### src/rtl/dx_reg_skid.sv
`default_nettype none
// +--------------------------------------------------------------------------+
// | dx_reg_skid : two-entry registered valid/ready skid stage with flush      |
// | Rev 1.0                                                                   |
// +--------------------------------------------------------------------------+
module dx_reg_skid #(
    parameter int DATA_WIDTH = 8
) (
    input  logic                  clk,
    input  logic                  rst,
    input  logic                  flush,
    input  logic [DATA_WIDTH-1:0] in_data,
    input  logic                  in_valid,
    output logic                  in_ready,
    output logic [DATA_WIDTH-1:0] out_data,
    output logic                  out_valid,
    input  logic                  out_ready,
    output logic [1:0]            occupancy
);

    typedef enum logic [1:0] {
        ST_EMPTY = 2'd0,
        ST_BUSY  = 2'd1,
        ST_FULL  = 2'd2
    } state_t;

    state_t                state_q, state_d;
    logic [DATA_WIDTH-1:0] main_q, main_d;
    logic [DATA_WIDTH-1:0] skid_q, skid_d;
    logic                  in_ready_q, in_ready_d;
    logic                  out_valid_q, out_valid_d;
    logic [1:0]            occ_q, occ_d;
    logic                  w_in_xfer;
    logic                  w_out_xfer;

    always_comb begin
        w_in_xfer   = in_valid & in_ready_q;
        w_out_xfer  = out_valid_q & out_ready;
        state_d     = state_q;
        main_d      = main_q;
        skid_d      = skid_q;
        out_valid_d = 1'b0;
        in_ready_d  = 1'b1;
        occ_d       = 2'd0;

        // Flush discards everything, including any handshake this cycle.
        if (flush) begin
            state_d = ST_EMPTY;
        end else begin
            case (state_q)
                ST_EMPTY: begin
                    if (w_in_xfer) begin
                        main_d  = in_data;
                        state_d = ST_BUSY;
                    end
                end
                ST_BUSY: begin
                    if (w_in_xfer && w_out_xfer) begin
                        main_d = in_data;
                    end else if (w_in_xfer) begin
                        skid_d  = in_data;
                        state_d = ST_FULL;
                    end else if (w_out_xfer) begin
                        state_d = ST_EMPTY;
                    end
                end
                ST_FULL: begin
                    if (w_out_xfer) begin
                        main_d  = skid_q;
                        state_d = ST_BUSY;
                    end
                end
                default: state_d = ST_EMPTY;
            endcase
        end

        // Handshake outputs are registered copies of the next state.
        out_valid_d = (state_d != ST_EMPTY);
        in_ready_d  = (state_d != ST_FULL);
        case (state_d)
            ST_BUSY: occ_d = 2'd1;
            ST_FULL: occ_d = 2'd2;
            default: occ_d = 2'd0;
        endcase
    end

    always_ff @(posedge clk) begin
        if (!rst) begin
            state_q     <= ST_EMPTY;
            main_q      <= '0;
            skid_q      <= '0;
            in_ready_q  <= 1'b0;
            out_valid_q <= 1'b0;
            occ_q       <= 2'd0;
        end else begin
            state_q     <= state_d;
            main_q      <= main_d;
            skid_q      <= skid_d;
            in_ready_q  <= in_ready_d;
            out_valid_q <= out_valid_d;
            occ_q       <= occ_d;
        end
    end

    assign in_ready  = in_ready_q;
    assign out_valid = out_valid_q;
    assign out_data  = main_q;
    assign occupancy = occ_q;

endmodule
`default_nettype wire

### config.mk
export PLATFORM = sky130hd
export DESIGN_NAME = dx_reg_skid
export DESIGN_NICKNAME = d
export VERILOG_FILES = /design/src/rtl/dx_reg_skid.sv
export SDC_FILE = /design/constraint.sdc
export NUM_CORES = 1
export LEC_CHECK = 0
export CAP_MARGIN = 10
export CELL_PAD_IN_SITES_DETAIL_PLACEMENT = 0
export CELL_PAD_IN_SITES_GLOBAL_PLACEMENT = 1
export CORE_UTILIZATION = 40
export DETAILED_ROUTE_END_ITERATION = 8
export DONT_BUFFER_PORTS = 1
export PLACE_DENSITY = 0.76
export SLEW_MARGIN = 20
export SYNTH_ARGS = -nofsm -noshare
export SYNTH_HDL_FRONTEND = slang
export SYNTH_SLANG_ARGS = --single-unit
### constraint.sdc
create_clock -name clk -period 2.2 [get_ports clk]
set_clock_uncertainty 0.05 [all_clocks]
set_input_delay 0.44 -clock clk [delete_from_list [all_inputs] [get_ports clk]]
set_output_delay 0.44 -clock clk [all_outputs]
set_load 0.01 [all_outputs]
==> out/metrics.yaml <==
outcome: "complete, no violations"
postSynthAreaPerCell_sq_um: 8.57
cts_setup_buffers: 0
yosysWarnings: 0
setup_tns_ps: 0
avgViaCountPerCell: 5.41
worstHoldPathType: "in -> reg"
synthTopCellsByArea: "dfxtp_1 48%, nand2_1 11%, a311oi_1 5.7%"
clk_pin_slew_ps: 120
slew_viol_final: 0
synth_edf_count: 0
synth_nets: 120
clkLatencyLatePin_ps: 310
yosys-top-cells-count: "26 x nand2_1, 22 x dfxtp_1, 10 x a21oi_1, 10 x nor2_1, 8 x nand3_1"
clkSinkCount: 22
cts_resized: 0
grt_max_degree: 22
hold_ws_ps: 139
netSwitchingFraction_pct: 23.6
worstMarginPinSlew_ps: 673
startpoint_type: "register"
initial_utilization_pct: 44.5
coreArea_sq_mm: 0.00206
portBuffers: 0
max-slew-margin-rel_pct: 55.1
drive_above_1_share_pct: 9.26
vdd_drop_max_v: 0.000463
first_pass_iters: 4
yosys.area.top_type: "dfxtp_1"
grt_pass1_vias: 732
max-cap-violations: 0
hpwlAfterDp_um: 1380
root_buffer: "clkbuf_4"
drt-total-wl_um: 1970
ctsHoldBuffers: 0
ys_seq_area_share_pct: 48.0
cp_cell_sequence: "nand2b_1 -> a211oi_4 -> buf_4 -> nor2_1 -> a311oi_2"
cts_tree: "done"
max_freq_mhz: 530
gr-total-overflow: 0
rsz0062_at_grt: "false"
numCtsBuffers: 3
critPathKind: "reg -> reg"
critPathMaxStageDelay_ps: 470
critPathRequiredTime_ps: 2380
area_growth_pct: 6.00
die_y_um: 49.9
gr-usage-all-layers_pct: 19.0
arrival_ps: 2070
nets: 122
hold_viol: 0
crit_slowest_cell: "a211oi_4"
wl_per_cell_um: 14.6
p_seq_share_pct: 61.1
cp_max_fo: 10
cts.path.max_buffers: 2
nFillCells: 211
leakagePower_nw: 0.328
finalSetupViolCount: 0
rows: 16
final_antenna_net_count: 0
synth_top_area_share_pct: 48.0
p_per_area_mw_per_mm2: 716
finalCriticalPeriod_ps: 1890
ys_ff_latch: 22
die_area_sq_mm: 0.00249
gp_congestion: 0.748
comb_power_share_pct: 6.9
synth_ff_type: "dfxtp_1"
diodes: 0
power.switching_mw: 0.164
drc: 0
synth_area_sq_um: 917
fin_crit_sh_pct: 85.8
vias: 731
grt_pass1_wl_um: 3550
io_pins: 25
post-route-util_pct: 47.1
synthCells: 107
intPower_mw: 0.532
htree_levels: 1
antenna_found_initial: 0
die_w_um: 49.9
synthArstFlopShare_pct: 0
pwr-share-clk_pct: 32.0
drt_iter0_drc: 17
endpoint_kind: "register"
yosys.cell_count.top_type: "nand2_1"
synth_cell_types: 24
## power by group through the flow
stage               clock (mW)  combinational [mW]  sequential, mW
global route             0.253              0.0565           0.427
CTS                      0.233              0.0491           0.426
finish                   0.222              0.0483           0.425
global placement             0              0.0485           0.434
detailed placement           0              0.0490           0.435
floorplan                    0              0.0408           0.432
## state kept, by name (all words and copies together), names as in the netlist
register and count:
skid_q 8, occupancy 2, out_valid 1, state_q 2, in_ready 1, out_data 8
## per-stage QoR
step / worst slack (ps) / power (mW) / instances / instance area [sq um]
2_1_floorplan: 722 / 0.472 / 107 / 917
3_3_place_gp: 427 / 0.483 / 131 / 936
3_5_place_dp: 349 / 0.484 / 131 / 936
4_1_cts: 313 / 0.708 / 135 / 972
5_1_grt: 89.4 / 0.737 / 135 / 972
6_report: 313 / 0.696 / 135 / 972
## worst max-delay path, delay by kind of cell (launching register included)
kind,cells,cell delay [ps]
buffers and inverters,1,230
AND/OR/NAND/NOR,2,360
flip-flops,1,450
AO/OA/AOI/OAI,2,710
## final timing paths
| check | startpoint | end | slack [ps] | depth (start not counted) |
|---|---|---|---|---|
| setup / recovery | state_q[1] | out_data[5] | 310 | 5 |
| hold reg to reg | skid_q[5] | skid_q[5] | 420 | 2 |
| setup reg to reg | state_q[1] | out_data[5] | 310 | 5 |
| hold / removal | flush | state_q[0] | 140 | 1 |
## cell type report
type / count / area (sq um) / share of cell area (%)
Multi-Input combinational cell: 78 / 435 / 44.8
Inverter: 1 / 3.75 / 0.386
Timing Repair Buffer: 3 / 22.5 / 2.32
Sequential cell: 22 / 440 / 45.3
Clock buffer: 4 / 36.3 / 3.73
Tap cell: 27 / 33.8 / 3.47
## cell usage in the layout (no fill, tap or decap), drive strengths merged, types with 2 or more instances in the layout
cell     n
a21oi   10
a311oi   8
buf      3
clkbuf   4
dfxtp   22
nand2   26
nand3    8
nor2    10
nor3b    2
o21ai    2
## per-layer routing
layer  track usage [%]  up-vias  routed length (um)
met1              23.1      338                 867
met4              4.29        0                   0
met3              7.41        0                 118
li1                  -      375                   -
met2              31.3       18                 979
met5                 0        -                   0
## kinds of logic (layout without fill, tap and decap cells)
group / after synthesis / count (layout) / share of synthesized area, %
and+or+nand+nor: 53 / 53 / 26.2
AOI/OAI and AO/OA: 24 / 24 / 20.3
DFF: 22 / 22 / 48.0
buffers and inverters: 7 / 8 / 4.50
xor gates and xnor gates: 1 / 1 / 0.955
(Power assumes the default switching activity.)
